[src/rtl/i2s_line_in_rx_pkg.sv]
// Shared types for the I2S line-in receiver.
//   rx_state_t   : receiver FSM states
//   CHAN_LEFT/RIGHT : LRCLK level that selects each channel
package i2s_line_in_rx_pkg;

  typedef enum logic [1:0] {
    WAIT_SYNC = 2'd0,
    SHIFT     = 2'd1,
    HOLD      = 2'd2
  } rx_state_t;

  localparam logic CHAN_LEFT  = 1'b0;
  localparam logic CHAN_RIGHT = 1'b1;

endpackage

[src/rtl/i2s_line_in_rx_sync_edge_detect.sv]
// N-stage synchronizer for an asynchronous input plus a rising-edge strobe
// taken between the last synchronizer flop and one extra delay flop.
//   clk   : sampling clock
//   reset : asynchronous, active-high
//   din   : asynchronous input
//   rise  : one-clk pulse per synchronized 0->1 transition of din
module i2s_line_in_rx_sync_edge_detect #(
  parameter int STAGES = 2
) (
  input  logic clk,
  input  logic reset,
  input  logic din,
  output logic rise
);

  logic [STAGES-1:0] chain;
  logic              din_d;

  always_ff @(posedge clk or posedge reset) begin
    if (reset) begin
      chain <= '0;
      din_d <= 1'b0;
    end else begin
      chain <= {chain[STAGES-2:0], din};
      din_d <= chain[STAGES-1];
    end
  end

  assign rise = chain[STAGES-1] & ~din_d;

endmodule

[src/rtl/i2s_line_in_rx.sv]
// ADAU1761 line-in I2S receiver. Oversamples BCLK/LRCLK/SDATA in the clk
// domain and deserializes MSB-first words into left/right samples.
//   clk, reset    : system clock (>= 4x BCLK), async active-high reset
//   bclk, lrclk, sdata : codec I2S pins (asynchronous)
//   left_sample, right_sample : last committed words
//   new_sample    : one-clk frame strobe on right commit (after a left commit)
//   framing_error : sticky, set when a slot ends before SAMPLE_WIDTH bits
//   synced        : set on the first LRCLK transition
//
// state     | meaning
// WAIT_SYNC | no LRCLK transition seen yet, data ignored
// SHIFT     | collecting slot bits, count < SAMPLE_WIDTH
// HOLD      | word complete, discarding trailing slot bits
module i2s_line_in_rx
  import i2s_line_in_rx_pkg::*;
#(
  parameter int SAMPLE_WIDTH = 24,
  parameter int SYNC_STAGES  = 2
) (
  input  logic                    clk,
  input  logic                    reset,
  input  logic                    bclk,
  input  logic                    lrclk,
  input  logic                    sdata,
  output logic [SAMPLE_WIDTH-1:0] left_sample,
  output logic [SAMPLE_WIDTH-1:0] right_sample,
  output logic                    new_sample,
  output logic                    framing_error,
  output logic                    synced
);

  localparam int CNT_W = $clog2(SAMPLE_WIDTH + 1);

  logic                    rise;
  logic [SYNC_STAGES-1:0]  lr_chain;
  logic [SYNC_STAGES-1:0]  sd_chain;
  logic                    lrclk_s;
  logic                    sdata_s;
  logic                    lr_prev;
  logic                    lr_change;
  rx_state_t               state;
  logic [CNT_W-1:0]        count;
  logic [SAMPLE_WIDTH-1:0] shreg;
  logic                    chan;
  logic                    have_left;
  logic [CNT_W-1:0]        pad;
  logic [SAMPLE_WIDTH-1:0] commit_word;

  i2s_line_in_rx_sync_edge_detect #(
    .STAGES (SYNC_STAGES)
  ) u_bclk_sync (
    .clk   (clk),
    .reset (reset),
    .din   (bclk),
    .rise  (rise)
  );

  // Same depth as the bclk chain so data and word clock line up with rise.
  always_ff @(posedge clk or posedge reset) begin
    if (reset) begin
      lr_chain <= '0;
      sd_chain <= '0;
    end else begin
      lr_chain <= {lr_chain[SYNC_STAGES-2:0], lrclk};
      sd_chain <= {sd_chain[SYNC_STAGES-2:0], sdata};
    end
  end

  assign lrclk_s   = lr_chain[SYNC_STAGES-1];
  assign sdata_s   = sd_chain[SYNC_STAGES-1];
  assign lr_change = (lrclk_s != lr_prev);

  // Short slots are left-justified: missing LSBs become zero.
  assign pad         = CNT_W'(SAMPLE_WIDTH) - count;
  assign commit_word = shreg << pad;

  always_ff @(posedge clk or posedge reset) begin
    if (reset) begin
      state         <= WAIT_SYNC;
      count         <= '0;
      shreg         <= '0;
      chan          <= CHAN_LEFT;
      lr_prev       <= 1'b0;
      have_left     <= 1'b0;
      left_sample   <= '0;
      right_sample  <= '0;
      new_sample    <= 1'b0;
      framing_error <= 1'b0;
      synced        <= 1'b0;
    end else begin
      new_sample <= 1'b0;
      if (rise) begin
        lr_prev <= lrclk_s;
        case (state)
          WAIT_SYNC: begin
            if (lr_change) begin
              state  <= SHIFT;
              count  <= '0;
              shreg  <= '0;
              chan   <= lrclk_s;
              synced <= 1'b1;
            end
          end
          SHIFT, HOLD: begin
            if (lr_change) begin
              // The bit on this rise is the I2S delay slot and is dropped.
              if (state == SHIFT && count < CNT_W'(SAMPLE_WIDTH))
                framing_error <= 1'b1;
              if (chan == CHAN_LEFT) begin
                left_sample <= commit_word;
                have_left   <= 1'b1;
              end else begin
                right_sample <= commit_word;
                if (have_left)
                  new_sample <= 1'b1;
              end
              state <= SHIFT;
              count <= '0;
              shreg <= '0;
              chan  <= lrclk_s;
            end else if (state == SHIFT) begin
              shreg <= {shreg[SAMPLE_WIDTH-2:0], sdata_s};
              count <= count + CNT_W'(1);
              if (count == CNT_W'(SAMPLE_WIDTH - 1))
                state <= HOLD;
            end
          end
          default: state <= WAIT_SYNC;
        endcase
      end
    end
  end

endmodule

[config.mk]
export PLATFORM = sky130hd
export DESIGN_NAME = i2s_line_in_rx
export DESIGN_NICKNAME = d
export VERILOG_FILES = /design/src/rtl/i2s_line_in_rx_pkg.sv /design/src/rtl/i2s_line_in_rx_sync_edge_detect.sv /design/src/rtl/i2s_line_in_rx.sv
export SDC_FILE = /design/constraint.sdc
export NUM_CORES = 1
export LEC_CHECK = 0
export ABC_AREA = 1
export CORE_AREA = 2 2 92 94
export DETAILED_ROUTE_END_ITERATION = 10
export DIE_AREA = 0 0 94 96
export HOLD_SLACK_MARGIN = 0.08
export PLACE_DENSITY_LB_ADDON = 0.15
export SLEW_MARGIN = 40
export SYNTH_ARGS = -nofsm -noshare
export SYNTH_HDL_FRONTEND = slang
export SYNTH_HIERARCHICAL = 1
export SYNTH_SLANG_ARGS = --single-unit
[constraint.sdc]
create_clock -name clk -period 7.7 [get_ports clk]
set_clock_uncertainty 0.2 [all_clocks]
set_input_delay 1.54 -clock clk [delete_from_list [all_inputs] [get_ports clk]]
set_output_delay 1.54 -clock clk [all_outputs]
set_load 0.05 [all_outputs]
# Word-level counts from Yosys, hierarchy flattened
# Cells that the tools add are included.
[totals]
word_cells = 59
register_bits = 92
output_inout_bits = 51
in_bits = 5
[classes]
eq_ne = 7
n_addsub = 2
shifts = 1
n_mux = 18
n_reduce_logical = 12
magnitude_cmp = 1
bitwise = 3
[ops]
columns = ["cell", "n"]
rows = [
  ["$mux 24", 3],
  ["$pmux 24 s2", 1],
  ["$shl 24x5->24", 1],
  ["$reduce_and 4->1", 5],
  ["$mux 5", 3],
  ["$pmux 5 s2", 1],
  ["$mux 2", 4],
  ["$ne 3x3->1 const B", 2],
  ["$reduce_and 3->1", 2],
  ["$add 5x1->5 const B", 1],
  ["$eq 5x5->1 const B", 1],
  ["$lt 5x5->1 const B", 1],
  ["$mux 1", 5],
  ["$sub 5x5->5 const A", 1],
  ["$pmux 2 s2", 1],
  ["$reduce_or 3->1", 1],
  ["$eq 2x1->1 const B", 1],
  ["$eq 2x2->1 const B", 1],
  ["$logic_not 2->1", 1],
  ["$ne 2x2->1 const B", 1],
  ["$not 1->1", 2],
  ["$reduce_bool 2->1", 1],
  ["$reduce_or 2->1", 1],
  ["$and 1x1->1", 1],
  ["2 further kinds", 2],
]

# Longest topological paths before layout
# Gate-level depths: netlist of the first run.
[logic_depth]
word_depth = 5
ltp_mapped = 16
mapped_depth_nobuf = 12

# By module
# Netlist of the first run, hierarchy kept.
[modules_own_cells]
columns = ["mod", "cells_each", "seq_area_each_um2", "n_inst", "area_per_inst_um2"]
rows = [
  ["i2s_line_in_rx", 618, 2227.1, 1, 4730.8],
  ["i2s_line_in_rx_sync_edge_detect", 6, 75.1, 1, 88.8],
]

# Worst setup path after synthesis of the first run
# OpenSTA, ideal clock, no wires.
[synth_timing]
kind = "register -> output"
startpoint = "register framing_error"
endpoint = "output port framing_error"
slack_ns = 5.359
required_time_ns = 5.960
t_arrival_ns = 0.601
stages_incl_launch_ff = 1
n_path_buf = 0
cell_sequence = "dfrtp_1"
[synth_rtl]
columns = ["item", "line", "text"]
rows = [
  ["start: declaration", "i2s_line_in_rx.sv:28", "output logic framing_error,"],
  ["start signal: assignment", "i2s_line_in_rx.sv:88", "framing_error <= 1'b0;"],
  ["start signal: assignment", "i2s_line_in_rx.sv:108", "framing_error <= 1'b1;"],
]
# No word-level cell between the ends.

# Worst setup path in the final report of the first run
[layout_timing]
startpoint = "register count[0]"
endpoint = "register left_sample[3]"
[layout_via]
elab_chain_cells = 2
[layout_rtl]
columns = ["item", "line", "text"]
rows = [
  ["start: declaration", "i2s_line_in_rx.sv:42", "logic [CNT_W-1:0] count;"],
  ["start signal: assignment", "i2s_line_in_rx.sv:123", "count <= count + CNT_W'(1);"],
  ["$sub 5x5->5", "i2s_line_in_rx.sv:74", "assign pad = CNT_W'(SAMPLE_WIDTH) - count;"],
  ["$shl 24x5->24", "i2s_line_in_rx.sv:75", "assign commit_word = shreg << pad;"],
  ["end signal: assignment", "i2s_line_in_rx.sv:110", "left_sample <= commit_word;"],
  ["end: declaration", "i2s_line_in_rx.sv:25", "output logic [SAMPLE_WIDTH-1:0] left_sample,"],
]
# Every way passes these cells.
# A chain may end at the register's enable or synchronous reset.

==> impl_metrics.env, run 1 <==
export IMPL_status="finished, final reports clean"
export IMPL_synth_ff_latch_count=92
export IMPL_die_height_um=96
export IMPL_synth_ff_type="dfrtp_1"
export IMPL_setup_tns_final_ns=0
export IMPL_areaGrowthSynthToFinish_pct=14.4
export IMPL_maximum_number_of_pins_on_one_net_before_global_route_repair=90
export IMPL_routed_via_count=4316
export IMPL_avgRoutedWirePerCell_um=15.4
export IMPL_leak_nw=2.62
export IMPL_summed_instance_area_of_the_synthesized_netlist_sq_um=4820
export IMPL_grt_met3_usage_pct=4.86
export IMPL_yosysUniqueCellTypes=33
export IMPL_timing_setup_critical_path_class="register to register"
export IMPL_drc_violations_left=0
export IMPL_post_cts_resized=0
export IMPL_final_setup_viol_count=0
export IMPL_mappedNetlistNets=634
export IMPL_crit_path_max_fanout=29
export IMPL_dpl_hpwl_um=8340
export IMPL_hold_path_depth=0
export IMPL_cts_sink_count=92
export IMPL_post_route_cells_drive_above_1_share_pct=7.26
export IMPL_first_global_vias=3919
export IMPL_fp_dieW_um=94
export IMPL_clock_fmax_ghz=0.230
export IMPL_routed_wl_um=11800
export IMPL_cp_required_ns=7.81
export IMPL_overall_track_demand_over_capacity_in_global_routing_pct=27.7
export IMPL_finalHoldViolations=0
export IMPL_filler_cell_count=703
export IMPL_tritoncts="yes"
export IMPL_ys_warn_count=6
export IMPL_utilization_pct=68.5
export IMPL_rr_worst_depth=10
export IMPL_pin_count=56
export IMPL_overflow=0
export IMPL_cts_htree_levels=3
export IMPL_root_buffer_master="clkbuf_8"
export IMPL_synth_edff_count=0
export IMPL_post_route_cell_area_sq_um=5510
export IMPL_clock_tree_buffer_depth=2
export IMPL_relative_max_transition_margin_pct=45.5
export IMPL_num_rows=33
export IMPL_cts_buffers_inserted=9
export IMPL_worst_ep_arrival_time_ns=4.45
export IMPL_final_weighted_congestion_in_routability_driven_placement=0.971
export IMPL_reported_max_cap_violation_count=0
export IMPL_dr_pass1_iters=5
export IMPL_route_antenna_remaining_nets=0
export IMPL_critPathLaunch="count[0]"
export IMPL_hold_path_startpoint="lr_chain[0]"
export IMPL_reg2reg_from="count[0]"
export IMPL_setup_worst_path_start_class="register"
export IMPL_start_util_pct=59.9
export IMPL_seq_area_frac_synth_pct=47.8
export IMPL_min_period_over_period_pct=56.5
export IMPL_cts_setup_buffers=0
export IMPL_share_of_flip_flops_with_an_asynchronous_set_or_reset_pct=100
export IMPL_worstSetupEndpointType="register"
export IMPL_min_tclk_post_route_ns=4.35
export IMPL_wire_length_of_the_first_global_routing_pass_um=19500
export IMPL_power_density_nw_per_um2=310
export IMPL_met2_track_demand_over_resource_pct=43.6
export IMPL_initialDrtViolationCount=274
export IMPL_drt_vias_per_instance=5.63
export IMPL_maxSlewViolCount=0
export IMPL_syn_instance_count=624
export IMPL_maximum_vdd_ir_drop_v=0.000167
export IMPL_met1_usage_pct=40.8
export IMPL_antenna_cells=0
export IMPL_design_die_area_sq_um=9020
export IMPL_synth_avg_cell_area_sq_um=7.72
export IMPL_cts_hold_buffers=0
export IMPL_clock_insertion_delay_worst_skew_ns=0.36
export IMPL_multi_input_comb_area_sq_um=2140
export IMPL_gr_max_usage_layer="met2"
export IMPL_number_of_antenna_violations_at_the_first_check_in_global_routing=0
export IMPL_place_inst=750
export IMPL_placeableCoreArea_sq_um=8050
export IMPL_setup_repair_after_global_routing_missed_its_margin="false"
export IMPL_placement_io_buffers=55
export IMPL_hold_path_class="register to register"
export IMPL_nNetsFinal=666
export IMPL_seqCellArea_sq_um=2300
export IMPL_timing_worst_slew_pin_value_ns=0.818
export IMPL_detailed_place_area_sq_um=5310
export IMPL_cts_reportedPaths_clkPinSlew_ns=0.10
export IMPL_final_instance_count_excl_fill=766
-- kinds of logic after synthesis --
logic type               share of synthesized area, %
XOR/XNOR                                        0.753
adder cells (fa/ha/maj)                          1.30
AND/OR/NAND/NOR                                  34.8
AO/OA/AOI/OAI                                    7.48
flip-flops                                       47.8
buffers and inverters                            7.92
-- cell usage after synthesis, types with 2 or more instances --
master | n | area share, %
buf_2 | 18 | 1.9
nor2_2 | 2 | 0.26
nand2_2 | 8 | 1.0
inv_2 | 8 | 0.62
nand3_2 | 7 | 1.5
nand2_1 | 218 | 17
buf_6 | 3 | 0.70
a21oi_1 | 5 | 0.52
ha_1 | 5 | 1.3
inv_1 | 37 | 2.9
clkbuf_1 | 7 | 0.55
o21ai_1 | 8 | 0.83
nor3_1 | 3 | 0.31
o21ai_0 | 19 | 2.0
o22ai_1 | 23 | 3.0
buf_4 | 7 | 1.1
nor2_1 | 13 | 1.0
nand3_1 | 126 | 13
o31ai_1 | 2 | 0.31
dfrtp_1 | 92 | 48
-- cells in the final DEF (no fill, tap or decap), drive strengths merged --
cell / synthesis / layout
a31o: 1 / 1
nand3: 133 / 133
or2: 2 / 2
o21a: 1 / 1
o22ai: 23 / 23
o21ai: 28 / 28
nor3: 3 / 3
a31oi: 1 / 1
inv: 46 / 47
nand3b: 1 / 1
ha: 5 / 5
bufinv: 0 / 1
o31ai: 2 / 2
a21oi: 5 / 5
dfrtp: 92 / 92
clkdlybuf4s50: 0 / 55
a41o: 1 / 1
xor2: 2 / 2
clkbuf: 7 / 11
nand2: 226 / 226
nor2: 16 / 16
clkinv: 1 / 5
-- cell type report --
class / count / area share [%]
multi-input cells: 450 / 38.8
clock buffers: 10 / 2.32
flip-flops and latches: 92 / 41.8
inverters: 47 / 3.27
repair buffers: 56 / 10.2
clock inverters: 6 / 1.27
well taps: 105 / 2.38
-- worst max-delay path, stage by stage, from the launching register on --
cell	delay, ns
dfrtp_1	0.89
inv_2	0.42
ha_1	0.92
clkinv_1	0.80
nand3_1	0.37
nand2_1	0.10
nor2_1	0.18
nand2_1	0.11
nor2_1	0.16
nand2_1	0.07
nand2_1	0.06
-- power by group --
group          total [W]  leakage (nW)  internal [W]  switching [W]
Combinational   0.000822          1.27      0.000223       0.000599
Clock           0.000326         0.101      0.000153       0.000173
Sequential      0.000561          1.25      0.000521      0.0000409
-- per-stage QoR --
step	hold WS [ns]	total power [W]	setup WS, ns
2_1_floorplan	0.131	0.00123	3.65
3_3_place_gp	0.134	0.00137	3.54
3_5_place_dp	0.139	0.00138	3.46
4_1_cts	0.160	0.00170	3.44
5_1_grt	0.164	0.00184	3.05
6_report	0.158	0.00171	3.35
-- final timing paths --
kind / end / slack, ns
worst max-delay path: left_sample[3] / 3.35
worst min-delay path: lr_chain[1] / 0.16
worst max register to register: left_sample[3] / 3.35
worst min register to register: lr_chain[1] / 0.16
max in group asynchronous: count[1] / 5.30
min in group asynchronous: u_bclk_sync/din_d / 1.19
-- state kept, by name (all words and copies together) (netlist names) --
signal and flops:
state 2, left_sample 24, lr_chain 2, chan 1, right_sample 24, u_bclk_sync/chain 2, sd_chain 2, count 5
lr_prev 1, framing_error 1, u_bclk_sync/din_d 1, synced 1, shreg 24, have_left 1, new_sample 1
-- layer usage --
metal / wire length [um] / share of wire, %
met1: 5590 / 47
met2: 5430 / 46
met3: 677 / 5.7
met4: 99 / 0.84
met5: 0 / 0
(Power assumes the default switching activity.)
==> inputs of run 2 (changes only) <==
- CORE_AREA: 2 2 92 94 -> 2 2 96 98
- DIE_AREA: 0 0 94 96 -> 0 0 98 100
- clock period: 7.7 -> 4 ns (I/O delays scaled with it)
==> impl_metrics.env, run 2 (same netlist as run 1, synthesis figures left out) <==
export IMPL_status="finished, final reports clean"
export IMPL_clock_tree_buffer_depth=2
export IMPL_cts_buffers_inserted=9
export IMPL_dpl_hpwl_um=8210
export IMPL_drc_violations_left=0
export IMPL_worstSetupEndpointType="register"
export IMPL_root_buffer_master="clkbuf_8"
export IMPL_critPathLaunch="count[0]"
export IMPL_post_cts_resized=0
export IMPL_routed_via_count=4286
export IMPL_finalHoldViolations=0
export IMPL_timing_setup_critical_path_class="register to register"
export IMPL_placeableCoreArea_sq_um=8890
export IMPL_antenna_cells=0
export IMPL_hold_path_startpoint="lr_chain[0]"
export IMPL_routed_wl_um=11400
export IMPL_overflow=0
export IMPL_commonest_cells_after_routing_fill_and_taps_aside="218 x nand2_1, 126 x nand3_1, 92 x dfrtp_1"
export IMPL_hold_path_depth=0
export IMPL_fp_dieW_um=98
export IMPL_number_of_antenna_violations_at_the_first_check_in_global_routing=0
export IMPL_maxSlewViolCount=0
export IMPL_wire_length_of_the_first_global_routing_pass_um=19200
export IMPL_final_setup_viol_count=0
export IMPL_final_weighted_congestion_in_routability_driven_placement=0.941
export IMPL_hold_path_class="register to register"
export IMPL_avgRoutedWirePerCell_um=14.7
export IMPL_clock_insertion_delay_worst_skew_ns=0.36
export IMPL_tritoncts="yes"
export IMPL_overall_track_demand_over_capacity_in_global_routing_pct=24.1
export IMPL_rr_worst_depth=13
export IMPL_start_util_pct=54.2
export IMPL_cts_sink_count=92
export IMPL_timing_worst_slew_pin_value_ns=0.713
export IMPL_relative_max_transition_margin_pct=52.4
export IMPL_design_die_area_sq_um=9800
export IMPL_min_tclk_post_route_ns=2.92
export IMPL_min_period_over_period_pct=72.9
export IMPL_cts_reportedPaths_clkPinSlew_ns=0.09
export IMPL_crit_path_max_fanout=29
export IMPL_post_route_cell_area_sq_um=5550
export IMPL_dr_pass1_iters=5
export IMPL_nNetsFinal=669
export IMPL_reported_max_cap_violation_count=0
export IMPL_cts_setup_buffers=0
export IMPL_die_height_um=100
export IMPL_setup_tns_final_ns=0
export IMPL_commonest_non_fill_non_tap_cell_in_the_layout="nand2_1"
export IMPL_worst_ep_arrival_time_ns=2.96
export IMPL_pin_count=56
export IMPL_detailed_place_area_sq_um=5350
export IMPL_drt_vias_per_instance=5.53
export IMPL_num_rows=35
export IMPL_initialDrtViolationCount=233
export IMPL_cp_required_ns=4.04
export IMPL_post_route_cells_drive_above_1_share_pct=7.68
export IMPL_clock_fmax_ghz=0.343
export IMPL_leak_nw=2.63
export IMPL_placement_io_buffers=55
export IMPL_finalHoldWorstSlack_ns=0.158
export IMPL_setup_worst_path_start_class="register"
export IMPL_setup_repair_after_global_routing_missed_its_margin="false"
export IMPL_cts_hold_buffers=0
export IMPL_route_antenna_remaining_nets=0
export IMPL_cts_htree_levels=3
export IMPL_maximum_vdd_ir_drop_v=0.000299
export IMPL_first_global_vias=3867
export IMPL_maximum_number_of_pins_on_one_net_before_global_route_repair=51
export IMPL_reg2reg_from="count[0]"
export IMPL_areaGrowthSynthToFinish_pct=15.1
export IMPL_power_density_nw_per_um2=594
export IMPL_layout_top_registers="left_sample (24), right_sample (24), shreg (24)"
## run 2: cell count changes in the layout (fill, tap and decap cells not counted)
| cell | previous run | this run |
|---|---|---|
| clkinvlp_4 | 0 | 3 |
| buf_12 | 0 | 1 |
| clkinv_2 | 2 | 1 |
| buf_4 | 0 | 3 |
| clkinv_4 | 2 | 0 |
| clkbuf_8 | 10 | 9 |
## run 2: final cells by class
cell class	count	area, sq um
clock inverter	6	70.1
tap	111	139
fill	844	3340
timing repair buffer	59	593
multi-input combinational	450	2140
clock buffer	10	128
inverter	47	180
sequential	92	2300
## run 2: where the power goes
part           switching (W)  internal [W]
logic                0.00116      0.000449
clock network       0.000338      0.000294
registers          0.0000503       0.00100
total                0.00155       0.00175
## run 2: through the flow
stage | setup WS, ns | util [%] | total power, W | cells
after floorplan | 0.693 | - | 0.00237 | 624
after global placement | 1.21 | 60.2 | 0.00265 | 759
after detailed placement | 1.16 | 60.2 | 0.00266 | 759
after CTS | 1.14 | 62.4 | 0.00329 | 775
after global routing | 0.832 | 62.4 | 0.00353 | 775
final | 1.08 | 62.4 | 0.00329 | 775
## run 2: critical path: stages (launching register included)
cell,delay (ns)
dfrtp_1,0.37
buf_4,0.21
inv_2,0.36
ha_1,0.31
buf_4,0.21
clkinv_1,0.10
buf_4,0.25
nand3_1,0.19
nand2_1,0.11
nand2_1,0.07
nand3_1,0.17
nand2_1,0.09
nand3_1,0.11
nand2_1,0.05
## run 2: per-layer routing
| metal | global-route usage [%] | up-vias | share of wire, % |
|---|---|---|---|
| met5 | 0 | - | 0 |
| met4 | 7.91 | 0 | 1.7 |
| met3 | 3.41 | 14 | 3.2 |
| met2 | 37.7 | 91 | 47 |
| met1 | 35.1 | 2070 | 48 |
| li1 | - | 2111 | - |
## run 2: worst paths after layout
| check | end | slack [ns] |
|---|---|---|
| worst max-delay path | right_sample[22] | 1.08 |
| worst min-delay path | lr_chain[1] | 0.16 |
| worst max register to register | right_sample[22] | 1.08 |
| worst min register to register | lr_chain[1] | 0.16 |
| max in group asynchronous | left_sample[9] | 2.22 |
| min in group asynchronous | u_bclk_sync/chain[0] | 0.46 |
==> inputs of run 3 (changes only) <==
- CORE_AREA: 2 2 96 98 -> 2 2 101 103
- DIE_AREA: 0 0 98 100 -> 0 0 103 105
- clock period: 4 -> 2.65 ns (I/O delays scaled with it)
==> impl_metrics.env, run 3 (same netlist as run 1, synthesis figures left out) <==
export IMPL_relative_max_transition_margin_pct=53.2
export IMPL_cts_htree_levels=3
export IMPL_r2r_end="right_sample[22]"
export IMPL_clock_fmax_ghz=0.425
export IMPL_reported_max_cap_violation_count=0
export IMPL_overall_track_demand_over_capacity_in_global_routing_pct=23.3
export IMPL_postLayoutSetupSlackWorst_ns=0.298
export IMPL_multi_input_comb_area_sq_um=2140
export IMPL_dr_pass1_iters=5
export IMPL_pin_count=56
export IMPL_number_of_antenna_violations_at_the_first_check_in_global_routing=0
export IMPL_hold_path_depth=0
export IMPL_r2r_setup_slack_ns=0.30
export IMPL_min_to="sd_chain[1]"
export IMPL_crit_path_max_fanout=16
export IMPL_clock_tree_buffer_depth=2
export IMPL_timing_worst_slew_pin_value_ns=0.701
export IMPL_avgRoutedWirePerCell_um=14.7
export IMPL_die_height_um=105
export IMPL_critPathBufInv=3
export IMPL_critical_path_slowest_cell="ha_1"
export IMPL_detailedPlace_worstSlack_ns=0.123
export IMPL_hold_path_startpoint="sd_chain[0]"
export IMPL_final_setup_viol_count=0
export IMPL_maximum_number_of_pins_on_one_net_before_global_route_repair=41
export IMPL_commonest_cells_after_routing_fill_and_taps_aside="218 x nand2_1, 126 x nand3_1, 92 x dfrtp_1"
export IMPL_status="finished, final reports clean"
export IMPL_drc_violations_left=0
export IMPL_placeableCoreArea_sq_um=9640
export IMPL_crit_top_cell="nand3_1"
export IMPL_setup_repair_after_global_routing_missed_its_margin="false"
export IMPL_utilization_pct=58.7
export IMPL_tritoncts="yes"
export IMPL_root_buffer_master="clkbuf_8"
export IMPL_commonest_non_fill_non_tap_cell_in_the_layout="nand2_1"
export IMPL_start_util_pct=50.0
export IMPL_initialDrtViolationCount=277
export IMPL_areaGrowthSynthToFinish_pct=17.4
export IMPL_routed_via_count=4284
export IMPL_cts_sink_count=92
export IMPL_route_antenna_remaining_nets=0
export IMPL_overflow=0
export IMPL_dpl_hpwl_um=8560
export IMPL_maximum_vdd_ir_drop_v=0.000616
export IMPL_worst_ep_arrival_time_ns=2.46
export IMPL_nNetsFinal=679
export IMPL_crit_path_max_incr_delay_ns=0.53
export IMPL_cts_reportedPaths_clkPinSlew_ns=0.08
export IMPL_first_global_vias=4080
export IMPL_finalHoldViolations=0
export IMPL_leak_nw=2.67
export IMPL_cts_buffers_inserted=9
export IMPL_fp_dieW_um=103
export IMPL_reg2reg_from="count[1]"
export IMPL_maxSlewViolCount=0
export IMPL_cts_hold_buffers=0
export IMPL_crit_family="simple AND/OR/NAND/NOR gates"
export IMPL_min_period_over_period_pct=88.8
export IMPL_min_tclk_post_route_ns=2.35
export IMPL_worst_path_cell_trace="inv_1 -> ha_1 -> clkinv_1 -> buf_4 -> nand3_1 -> nand3_1 -> nand2_1 -> nand2_1 -> nand3_1 -> nand3_1 -> nand2_1"
export IMPL_filler_cell_count=928
export IMPL_setup_tns_final_ns=0
export IMPL_worstSetupEndpointType="register"
export IMPL_timing_setup_critical_path_class="register to register"
export IMPL_num_rows=36
export IMPL_cp_required_ns=2.75
export IMPL_final_weighted_congestion_in_routability_driven_placement=0.875
export IMPL_drt_vias_per_instance=5.32
export IMPL_clock_insertion_delay_worst_skew_ns=0.36
export IMPL_power_density_nw_per_um2=887
export IMPL_setup_worst_path_start_class="register"
export IMPL_seqCellArea_sq_um=2300
export IMPL_design_die_area_sq_um=10800
export IMPL_routed_wl_um=11900
export IMPL_rr_worst_depth=11
export IMPL_post_route_cells_drive_above_1_share_pct=8.92
export IMPL_placement_io_buffers=55
export IMPL_wire_length_of_the_first_global_routing_pass_um=19800
export IMPL_post_layout_total_power_w=0.00502
export IMPL_hold_path_class="register to register"
export IMPL_layout_top_registers="left_sample (24), right_sample (24), shreg (24)"
export IMPL_antenna_cells=0
## run 3: cell count changes in the layout (fill, tap and decap cells not counted)
cell,before,now
nor2_2,2,3
clkbuf_8,9,10
inv_6,2,0
buf_12,1,2
buf_4,3,11
## run 3: worst max-delay path by stage
stage,from,endpoint,slack (ns),depth (start not counted)
after floorplan,count[0],left_sample[8],0.36,12
final,count[1],right_sample[22],0.30,11
after global routing,count[1],left_sample[18],0.04,9
after detailed placement,state[0],shreg[15],0.12,7
after global placement,state[0],shreg[23],0.20,7
after CTS,state[0],shreg[15],0.09,7
## run 3: where the power goes
part	switching, W	total [W]	internal [W]	leakage (nW)
combinational	0.00178	0.00251	0.000733	1.33
sequential	0.0000725	0.00159	0.00151	1.25
clock	0.000467	0.000922	0.000455	0.0914
total	0.00232	0.00502	0.00270	2.67
## run 3: layout make-up
cell class / instances / share of cell area, %
tap: 133 / 2.94
timing repair buffer: 68 / 11.9
multi-input combinational: 451 / 37.9
clock inverter: 4 / 0.885
inverter: 47 / 3.23
sequential: 92 / 40.7
clock buffer: 11 / 2.50
## run 3: repair_timing
action,in CTS,in global routing
gates resized for setup,0,0
setup buffers,0,0
endpoints found under the setup margin,0,24
## run 3: worst register-to-register path, delay by kind of cell, from the launching register on
kind / cells / cell delay [ns]
flops: 1 / 0.38
simple gates: 7 / 0.72
buf+inv: 3 / 0.47
fa+ha+maj: 1 / 0.53
## run 3: per-layer routing
metal,up-vias,part of all wire [%],GRT usage (%)
met5,-,0,0
met4,0,3.0,9.87
met3,23,3.7,2.81
met2,113,46,35.3
met1,2010,47,33.5
li1,2138,-,-
## run 3: metrics by stage
step	instance area [sq um]	hold WS (ns)	instances
floorplan	4820	0.0836	624
global placement	5460	0.134	790
detailed placement	5460	0.136	790
CTS	5650	0.164	805
global route	5660	0.173	806
finish	5660	0.162	806
